**config.mk**
```make
export PLATFORM = sky130hd
export DESIGN_NAME = multiply_accumulate_unit_flat
export DESIGN_NICKNAME = d
export VERILOG_FILES = /design/src/rtl/multiply_accumulate_unit_pkg.sv /design/src/rtl/multiply_accumulate_unit_if.sv /design/src/rtl/multiply_accumulate_unit_step.sv /design/src/rtl/multiply_accumulate_unit.sv /design/src/flat_wrapper.sv
export SDC_FILE = /design/constraint.sdc
export NUM_CORES = 1
export LEC_CHECK = 0
export ABC_AREA = 1
export ABC_CLOCK_PERIOD_IN_PS = 4600
export BUFFER_PORTS_ARGS = -buffer_cell sky130_fd_sc_hd__clkbuf_2
export CORE_MARGIN = 1
export CORE_UTILIZATION = 60
export CTS_CLUSTER_DIAMETER = 60
export CTS_CLUSTER_SIZE = 25
export DETAILED_ROUTE_END_ITERATION = 12
export PLACE_DENSITY = 0.77
export SETUP_SLACK_MARGIN = 0.15
export SLEW_MARGIN = 10
export SYNTH_ARGS = -nofsm -noshare
export SYNTH_HDL_FRONTEND = slang
export SYNTH_HIERARCHICAL = 1
export SYNTH_SLANG_ARGS = --single-unit
export TNS_END_PERCENT = 30
```
**constraint.sdc**
```tcl
create_clock -name clk -period 4.6 [get_ports clk]
set_clock_uncertainty 0.05 [all_clocks]
set_input_delay 0.23 -clock clk [delete_from_list [all_inputs] [get_ports clk]]
set_output_delay 0.23 -clock clk [all_outputs]
set_load 0.005 [all_outputs]
```
**src/rtl/multiply_accumulate_unit_pkg.sv**
```systemverilog
// Shared opcode constants, FSM state encoding and opcode decode helpers for the
// multiply-accumulate unit.
package multiply_accumulate_unit_pkg;

    typedef enum logic [1:0] {
        ST_IDLE = 2'd0,
        ST_RUN  = 2'd1,
        ST_DONE = 2'd2
    } mac_state_t;

    localparam logic [3:0] OP_MUL   = 4'b0000;
    localparam logic [3:0] OP_MLA   = 4'b0001;
    localparam logic [3:0] OP_UMULL = 4'b0100;
    localparam logic [3:0] OP_UMLAL = 4'b0101;
    localparam logic [3:0] OP_SMULL = 4'b0110;
    localparam logic [3:0] OP_SMLAL = 4'b0111;

    function automatic logic op_legal(input logic [3:0] op);
        case (op)
            OP_MUL, OP_MLA, OP_UMULL, OP_UMLAL, OP_SMULL, OP_SMLAL: return 1'b1;
            default: return 1'b0;
        endcase
    endfunction

    function automatic logic op_is_long(input logic [3:0] op);
        return op[2];
    endfunction

    function automatic logic op_is_signed(input logic [3:0] op);
        return op[2] & op[1];
    endfunction

endpackage

```
**src/rtl/multiply_accumulate_unit_if.sv**
```systemverilog
// Request/response bundle between a controller (master) and the
// multiply-accumulate unit (slave).
interface multiply_accumulate_unit_if #(parameter int WIDTH = 32);
    logic               start;
    logic               abort;
    logic [3:0]         opcode;
    logic [WIDTH-1:0]   a;
    logic [WIDTH-1:0]   b;
    logic [WIDTH-1:0]   c;
    logic [WIDTH-1:0]   d;
    logic               busy;
    logic               done;
    logic [2*WIDTH-1:0] result;
    logic               n_flag;
    logic               z_flag;
    logic               illegal;

    modport master (
        output start, abort, opcode, a, b, c, d,
        input  busy, done, result, n_flag, z_flag, illegal
    );

    modport slave (
        input  start, abort, opcode, a, b, c, d,
        output busy, done, result, n_flag, z_flag, illegal
    );
endinterface

```
**src/rtl/multiply_accumulate_unit_step.sv**
```systemverilog
// One radix-2^BITS_PER_CYCLE iteration: adds digit * mcand into the running sum.
// On the last digit of a signed multiply the digit MSB carries negative weight.
module multiply_step #(
    parameter int WIDTH          = 32,
    parameter int BITS_PER_CYCLE = 2
) (
    input  logic [2*WIDTH-1:0]        acc,
    input  logic [2*WIDTH-1:0]        mcand,
    input  logic [BITS_PER_CYCLE-1:0] digit,
    input  logic                      negate_msb,
    output logic [2*WIDTH-1:0]        acc_next
);
    always_comb begin
        acc_next = acc;
        for (int j = 0; j < BITS_PER_CYCLE; j++) begin
            if (digit[j]) begin
                if (negate_msb && (j == BITS_PER_CYCLE - 1))
                    acc_next = acc_next - (mcand << j);
                else
                    acc_next = acc_next + (mcand << j);
            end
        end
    end
endmodule

```
**src/rtl/multiply_accumulate_unit.sv**
```systemverilog
// Iterative multiply-accumulate unit: retires BITS_PER_CYCLE multiplier bits per
// cycle and presents a held result with N/Z flags.
//   state   | meaning
//   IDLE    | waiting for start; operands captured on accept
//   RUN     | N iterations of the shift/add datapath
//   DONE    | one-cycle done pulse; result/flags already updated
module multiply_accumulate_unit
    import multiply_accumulate_unit_pkg::*;
#(
    parameter int WIDTH          = 32,
    parameter int BITS_PER_CYCLE = 2
) (
    input logic                        clk,
    input logic                        rst_n,
    multiply_accumulate_unit_if.slave  bus
);
    localparam int N  = WIDTH / BITS_PER_CYCLE;
    localparam int CW = $clog2(N + 1);
    localparam logic [CW-1:0] LAST = CW'(N - 1);

    mac_state_t         state, state_next;
    logic [CW-1:0]      count;
    logic [3:0]         op;
    logic [2*WIDTH-1:0] acc, mcand, acc_next, final_value;
    logic [WIDTH-1:0]   mplier;
    logic [2*WIDTH-1:0] result;
    logic               n_flag, z_flag, illegal;
    logic               accept, finish;

    assign accept = (state == ST_IDLE) && bus.start && !bus.abort;
    assign finish = (state == ST_RUN) && !bus.abort && (count == LAST);

    always_ff @(posedge clk or negedge rst_n) begin
        if (!rst_n) state <= ST_IDLE;
        else        state <= state_next;
    end

    always_comb begin
        state_next = state;
        case (state)
            ST_IDLE: if (accept) state_next = op_legal(bus.opcode) ? ST_RUN : ST_DONE;
            ST_RUN: begin
                if (bus.abort)          state_next = ST_IDLE;
                else if (count == LAST) state_next = ST_DONE;
            end
            ST_DONE: state_next = ST_IDLE;
            default: state_next = ST_IDLE;
        endcase
    end

    multiply_step #(.WIDTH(WIDTH), .BITS_PER_CYCLE(BITS_PER_CYCLE)) u_step (
        .acc        (acc),
        .mcand      (mcand),
        .digit      (mplier[BITS_PER_CYCLE-1:0]),
        .negate_msb (op_is_signed(op) && (count == LAST)),
        .acc_next   (acc_next)
    );

    // Short forms keep only the low word; the upper half reads as zero.
    assign final_value = op_is_long(op) ? acc_next : {{WIDTH{1'b0}}, acc_next[WIDTH-1:0]};

    always_ff @(posedge clk or negedge rst_n) begin
        if (!rst_n) begin
            count   <= '0;
            op      <= '0;
            acc     <= '0;
            mcand   <= '0;
            mplier  <= '0;
            result  <= '0;
            n_flag  <= 1'b0;
            z_flag  <= 1'b0;
            illegal <= 1'b0;
        end else begin
            if (accept) begin
                op     <= bus.opcode;
                count  <= '0;
                mplier <= bus.b;
                mcand  <= op_is_signed(bus.opcode) ? {{WIDTH{bus.a[WIDTH-1]}}, bus.a}
                                                   : {{WIDTH{1'b0}}, bus.a};
                case (bus.opcode)
                    OP_MLA:             acc <= {{WIDTH{1'b0}}, bus.c};
                    OP_UMLAL, OP_SMLAL: acc <= {bus.c, bus.d};
                    default:            acc <= '0;
                endcase
            end else if (state == ST_RUN) begin
                acc    <= acc_next;
                mcand  <= mcand << BITS_PER_CYCLE;
                mplier <= mplier >> BITS_PER_CYCLE;
                count  <= count + CW'(1);
            end

            if (finish) begin
                result  <= final_value;
                n_flag  <= op_is_long(op) ? final_value[2*WIDTH-1] : final_value[WIDTH-1];
                z_flag  <= (final_value == '0);
                illegal <= 1'b0;
            end else if (accept && !op_legal(bus.opcode)) begin
                result  <= '0;
                n_flag  <= 1'b0;
                z_flag  <= 1'b1;
                illegal <= 1'b1;
            end
        end
    end

    assign bus.busy    = (state != ST_IDLE);
    assign bus.done    = (state == ST_DONE);
    assign bus.result  = result;
    assign bus.n_flag  = n_flag;
    assign bus.z_flag  = z_flag;
    assign bus.illegal = illegal;
endmodule
```
**src/flat_wrapper.sv**
```systemverilog
// flat-port wrapper written by rule: the top's interface ports become plain ports
module multiply_accumulate_unit_flat import multiply_accumulate_unit_pkg::*;
#(
    parameter int WIDTH          = 32,
    parameter int BITS_PER_CYCLE = 2
)
  (clk, rst_n, bus_start, bus_abort, bus_opcode, bus_a, bus_b, bus_c, bus_d, bus_busy, bus_done, bus_result, bus_n_flag, bus_z_flag, bus_illegal);
  multiply_accumulate_unit_if #(.WIDTH(WIDTH)) bus_i ();
  input logic clk;
  input logic rst_n;
  input wire logic [$bits(bus_i.start)-1:0] bus_start;
  input wire logic [$bits(bus_i.abort)-1:0] bus_abort;
  input wire logic [$bits(bus_i.opcode)-1:0] bus_opcode;
  input wire logic [$bits(bus_i.a)-1:0] bus_a;
  input wire logic [$bits(bus_i.b)-1:0] bus_b;
  input wire logic [$bits(bus_i.c)-1:0] bus_c;
  input wire logic [$bits(bus_i.d)-1:0] bus_d;
  output wire logic [$bits(bus_i.busy)-1:0] bus_busy;
  output wire logic [$bits(bus_i.done)-1:0] bus_done;
  output wire logic [$bits(bus_i.result)-1:0] bus_result;
  output wire logic [$bits(bus_i.n_flag)-1:0] bus_n_flag;
  output wire logic [$bits(bus_i.z_flag)-1:0] bus_z_flag;
  output wire logic [$bits(bus_i.illegal)-1:0] bus_illegal;
  assign bus_i.start = bus_start;
  assign bus_i.abort = bus_abort;
  assign bus_i.opcode = bus_opcode;
  assign bus_i.a = bus_a;
  assign bus_i.b = bus_b;
  assign bus_i.c = bus_c;
  assign bus_i.d = bus_d;
  assign bus_busy = bus_i.busy;
  assign bus_done = bus_i.done;
  assign bus_result = bus_i.result;
  assign bus_n_flag = bus_i.n_flag;
  assign bus_z_flag = bus_i.z_flag;
  assign bus_illegal = bus_i.illegal;
  multiply_accumulate_unit #(.WIDTH(WIDTH), .BITS_PER_CYCLE(BITS_PER_CYCLE)) u_core (.clk(clk), .rst_n(rst_n), .bus(bus_i));
endmodule
```
==> results of run 1 <==
==> kinds of logic after synthesis <==
family / count (synthesis) / synth area share [%]
XOR/XNOR: 119 / 4.27
flip-flops: 236 / 24.2
AND/OR/NAND/NOR: 2217 / 38.0
multiplexers: 1 / 0.0411
adder cells (fa/ha/maj): 130 / 6.73
buffers and inverters: 729 / 11.6
AO/OA/AOI/OAI: 634 / 15.1
==> per-layer routing <==
metal	GRT overflow	global-route usage, %
met1	0	77.8
met2	9	91.4
met3	5	57.3
met4	18	68.7
met5	0	33.7
==> per-stage QoR <==
step	hold slack, ns	worst slack, ns	instances	area (sq um)	setup TNS (ns)
CTS	0.00314	0.00758	5582	35000	0
global placement	0.200	-0.558	5363	30800	-3.97
detailed placement	0.203	-0.550	5363	30800	-5.23
floorplan	-0.116	0.491	4066	24400	0
==> synthesized netlist by cell type (all sizes together) (12+ instances only) <==
| library cell | number | area (sq um) |
|---|---|---|
| clkbuf | 58 | 220 |
| and2 | 31 | 194 |
| a22o | 20 | 175 |
| nand3b | 14 | 105 |
| buf | 60 | 325 |
| nand2 | 1300 | 4930 |
| o21bai | 38 | 285 |
| nand3 | 303 | 1520 |
| nor3 | 46 | 273 |
| nor4 | 12 | 75.1 |
| o2111ai | 14 | 123 |
| a21oi | 201 | 1020 |
| o221ai | 39 | 342 |
| xor2 | 58 | 508 |
| or2 | 35 | 219 |
| nand4 | 29 | 188 |
| dfrtp | 236 | 5910 |
| nor2 | 444 | 1750 |
| xnor2 | 61 | 534 |
| ha | 128 | 1600 |
| inv | 610 | 2290 |
| o21ai | 289 | 1480 |
==> what timing repair did <==
action | CTS
pin swaps | 86
resized for setup | 362
hold buffers | 123
endpoints found under the hold margin | 181
buffers inserted | 49
setup endpoints to repair | 103
==> run summary, run 1 <==
## Outcome
* **status** did not finish
* **terminating stage of the flow** global routing (5_1_grt)
* **error text reported by the tool** [ERROR GRT-0116] Global routing finished with congestion. Check the congestion regions in the DRC Viewer.

## Die
* **initial cell density of the core** 61.1%
* **I/O pins** 205
* **height of the chip** 204 um
* **number of rows created at floorplan** 73
* **DIE WIDTH** 204 um

## Clocking
* **clk sinks** 236
* **TritonCTS buffer count** 26
* **clk buf depth** 3
* **depth of the CTS H-tree** 1
* **root cell of the clock tree** sky130_fd_sc_hd__clkbuf_16

## Yosys
* **total nets after synthesis** 4332
* **Avg Inst Size Synth** 6.00 sq um
* **number of instances in the synthesized netlist** 4066
* **count of cell types in the netlist** 57
* **area of the mapped netlist** 0.0244 sq mm
* **count of flip-flops with a built-in enable after synthesis** 0
* **Post-synth ARST share** 100%
* **most instantiated flip-flop cell in the synthesis netlist** sky130_fd_sc_hd__dfrtp_1
* **number of storage elements in the synthesis netlist** 236
* **yosys warns** 6
* **share of synthesized area occupied by flip-flops and latches** 24.2%

## GRT
* **number of global-route vias before repair** 39200
* **largest net degree at the start of global routing** 84
* **aggregate global routing overflow** 32
* **gr usage total** 74.8%
* **wire length of the first global-routing pass** 233 mm

## Placement
* **final weighted congestion in routability-driven placement** 1.14
* **count of input and output buffers** 204
* **HPWL after detailed placement** 87.5 mm

==> run 2: changes to the inputs <==
- CORE_UTILIZATION: 60 -> 40
- CTS_CLUSTER_DIAMETER: 60 -> unset
- CTS_CLUSTER_SIZE: 25 -> unset
- PLACE_DENSITY: 0.77 -> unset
- PLACE_DENSITY_LB_ADDON: unset -> 0.15
- SETUP_SLACK_MARGIN: 0.15 -> unset
==> run 2 against run 1 <==
  * The flow now finishes, with violations (negative setup slack)
  * Synthesized cell count unchanged
  * Area after synthesis unchanged
==> run summary, run 2 <==
## Clocking
* **clock edge transition at the registers on the reported setup and hold paths** 0.07 ns
* **root cell of the clock tree** sky130_fd_sc_hd__clkbuf_16
* **clock tree from TritonCTS** done
* **depth of the CTS H-tree** 1
* **clk buf depth** 3
* **clk sinks** 236
* **TritonCTS buffer count** 31
* **worst skew pair latency** 0.65 ns

## STA
* **worst slew margin relative to its limit** 22.2%
* **slew at the pin closest to its max-slew limit** 1.16 ns
* **final critical-path share of the clock period** 104%
* **RSZ-0062 raised after global routing** true
* **maximum clock frequency** 209 MHz
* **count of endpoints failing setup in the final report** 15
* **pins over their slew limit** 0
* **worst-case setup margin in the final layout** -0.190 ns
* **min cycle time layout** 4.79 ns
* **Hold Fails Final Rpt** 0

## Die
* **I/O pins** 205
* **number of rows created at floorplan** 90
* **core area** 0.0602 sq mm
* **DIE AREA** 0.0619 sq mm
* **DIE WIDTH** 249 um
* **initial cell density of the core** 40.5%
* **height of the chip** 249 um

## Yosys
* **xor/xnor cell area share of the yosys netlist** 4.27%
* **count of flip-flops with a built-in enable after synthesis** 0
* **area of the mapped netlist** 0.0244 sq mm
* **count of cell types in the netlist** 57
* **number of storage elements in the synthesis netlist** 236
* **total nets after synthesis** 4332
* **post-synthesis share of cell area spent on and, or, nand and nor gates** 38.0%
* **top cell type by total area after synthesis** sky130_fd_sc_hd__dfrtp_1
* **multiplexer share of the synthesized area** 0.0411%
* **Post-synth ARST share** 100%
* **Synth top cells by count** sky130_fd_sc_hd__nand2_1, sky130_fd_sc_hd__inv_1, sky130_fd_sc_hd__nor2_1
* **Synth Area in Adders** 6.73%
* **Avg Inst Size Synth** 6.00 sq um
* **main combinational cell family by area after synthesis** simple AND/OR/NAND/NOR gates
* **most instantiated flip-flop cell in the synthesis netlist** sky130_fd_sc_hd__dfrtp_1
* **number of instances in the synthesized netlist** 4066
* **cell with the most instances after synthesis** sky130_fd_sc_hd__nand2_1
* **compound-gate portion of the synthesized area** 15.1%
* **yosys warns** 6
* **Area contributors post-synth** sky130_fd_sc_hd__dfrtp_1, sky130_fd_sc_hd__nand2_1, sky130_fd_sc_hd__inv_1
* **portion of synthesized cell area occupied by the leading cell type** 24.2%
* **share of synthesized area occupied by flip-flops and latches** 24.2%

## Power
* **total power density per cell area** 837 mW/mm^2
* **relative contribution of combinational cells to total power** 83.4%
* **net load switching power** 0.0169 W
* **post-layout power** 0.0335 W
* **Internal Dissipation** 0.0166 W
* **IR Drop Worst-Case VDD** 0.000494 V
* **Switching Share** 50.5%
* **clock share of power** 7.5%
* **static power due to leakage** 20.0 nW
* **share of power burned in registers** 9.0%

## Worst hold path
* **min-delay src** bus_c[3]
* **endpoint of the worst hold-timing path** u_core/acc[35]
* **worst hold stages** 3
* **path type of the worst min-delay path** primary input to register

## Worst setup path
* **launch instance of the worst register-to-register path** u_core/mcand[6]
* **critical path start-end classification** register to register
* **Register-to-Register Path Depth** 36
* **most repeated library cell on the critical path** sky130_fd_sc_hd__nand2_2
* **critical path's top delay family** simple AND/OR/NAND/NOR gates
* **number of logic stages on the critical path including buffering** 36
* **Register-to-Register Setup Slack** -0.19 ns
* **R2R Path End** u_core/bus.z_flag
* **largest fanout on the critical path** 4
* **kind of launch point of the worst setup path** register
* **Arr. time, crit path** 5.30 ns
* **data required time at the worst endpoint** 5.11 ns
* **biggest cell delay along the critical path** 0.42 ns
* **Worst Setup End Kind** register
* **Critical-path top delay cell** sky130_fd_sc_hd__dfrtp_1
* **Bufs and invs on worst path** 5

## GRT
* **aggregate global routing overflow** 0
* **wire length of the first global-routing pass** 191 mm
* **number of global-route vias before repair** 31100
* **largest net degree at the start of global routing** 94
* **antenna violations before repair** 2
* **gr usage total** 41.3%

## Layout
* **Seq. cell area** 0.00591 sq mm
* **Nets** 5542
* **registers with the highest flip-flop counts** u_core/acc (64), u_core/bus.result (64), u_core/mcand (64)
* **Util after Layout** 66.4%
* **fraction of final layout cells with drive strength greater than 1** 39.5%
* **number of fill cells in the layout** 5525
* **area occupied by multi-input gates** 0.0199 sq mm
* **top library cells by usage in the layout, fill and taps aside** sky130_fd_sc_hd__nand2_1, sky130_fd_sc_hd__buf_4, sky130_fd_sc_hd__inv_1, sky130_fd_sc_hd__nor2_1, sky130_fd_sc_hd__dfrtp_1
* **synthesis-to-finish area growth** 64.2%
* **most common library cell in the layout ignoring fill and taps** sky130_fd_sc_hd__nand2_1

## Job
* **max-capacitance violation count** 0

## Placement
* **HPWL after detailed placement** 105 mm
* **final weighted congestion in routability-driven placement** 1.14
* **count of input and output buffers** 204

## Detailed routing
* **Vias** 32500
* **ANT nets after route** 0
* **routed vias/inst** 5.34
* **overall routed net length** 132 mm
* **first drt pass iteration count** 6
* **final routed wire length divided by cell count** 21.8 um
* **detailed router's first-iteration violation count** 3591
* **DRC violations left** 0

## Outcome
* **failing checks** negative setup slack
* **status** finished with violations

-- run 2: cell counts after synthesis --
No cell type changed its count.
-- run 2: worst min-delay path, cell delays in order --
cell and delay, ns:
sky130_fd_sc_hd__clkbuf_2 0.13, sky130_fd_sc_hd__nand3_1 0.19, sky130_fd_sc_hd__a21oi_1 0.10
-- run 2: power groups by stage --
stage	combinational [W]	clock [W]	sequential, W
floorplan	0.00956	0	0.00291
finish	0.0280	0.00253	0.00302
detailed placement	0.0212	0	0.00293
CTS	0.0251	0.00255	0.00297
global placement	0.0213	0	0.00292
global route	0.0294	0.00263	0.00306
-- run 2: cell families (layout without fill, tap and decap cells) --
family                     Yosys count  after routing
AOI/OAI and AO/OA                  634            634
xor gates and xnor gates           119            119
adders and majority gates          130            130
buffers and inverters              729           1961
DFF                                236            236
muxes                                1              1
other                                0              1
and+or+nand+nor                   2217           2217
-- run 2: stage by stage --
step                      cells  TNS (ns)  hold slack (ns)  setup WS (ns)  area [sq um]
after floorplan            4066         0           -0.116          0.491         24400
after global placement     5801    -40.74            0.238          -1.18         32500
after detailed placement   5801    -42.14            0.239          -1.18         32500
after CTS                  6055   -0.0992         0.000468        -0.0622         38300
after global routing       6081     -6.05         0.000725         -0.413         40000
final                      6081    -0.979           0.0192         -0.190         40000
-- run 2: timing repair --
action                                  4_1_cts  5_1_grt
resized for setup                           659      383
cloned                                        0        0
endpoints found under the hold margin       199        2
pin swaps                                   179      135
hold buffers                                128        2
endpoints found under the setup margin      100       95
setup buffers                                73       24
-- run 2: area by class of cell --
class | count | area share (%)
Multi-Input combinational cell | 3101 | 49.7
Timing Repair Buffer | 1295 | 24.7
Sequential cell | 236 | 14.8
Inverter | 611 | 5.75
Tap cell | 782 | 2.44
Clock buffer | 41 | 2.16
Clock inverter | 14 | 0.384
Antenna cell | 1 | 0.00625
-- run 2: metal layers --
layer | vias up | GRT usage, % | part of all wire [%]
met3 | 265 | 8.21 | 9.9
met5 | - | 0 | 0.0060
met1 | 15300 | 57.3 | 43
met4 | 2 | 16.5 | 4.7
li1 | 15400 | - | -
met2 | 1466 | 62.5 | 42
-- run 2: worst max path at each step --
stage,from,endpoint,slack (ns)
finish,u_core/mcand[6],u_core/bus.z_flag,-0.19
global route,u_core/acc[7],u_core/bus.z_flag,-0.41
floorplan,u_core/mcand[0],u_core/bus.z_flag,0.49
CTS,u_core/mcand[0],u_core/bus.z_flag,-0.06
detailed placement,u_core/acc[8],u_core/bus.z_flag,-1.18
global placement,u_core/acc[8],u_core/bus.z_flag,-1.18
Note: power is estimated with default switching activity, not from simulation.
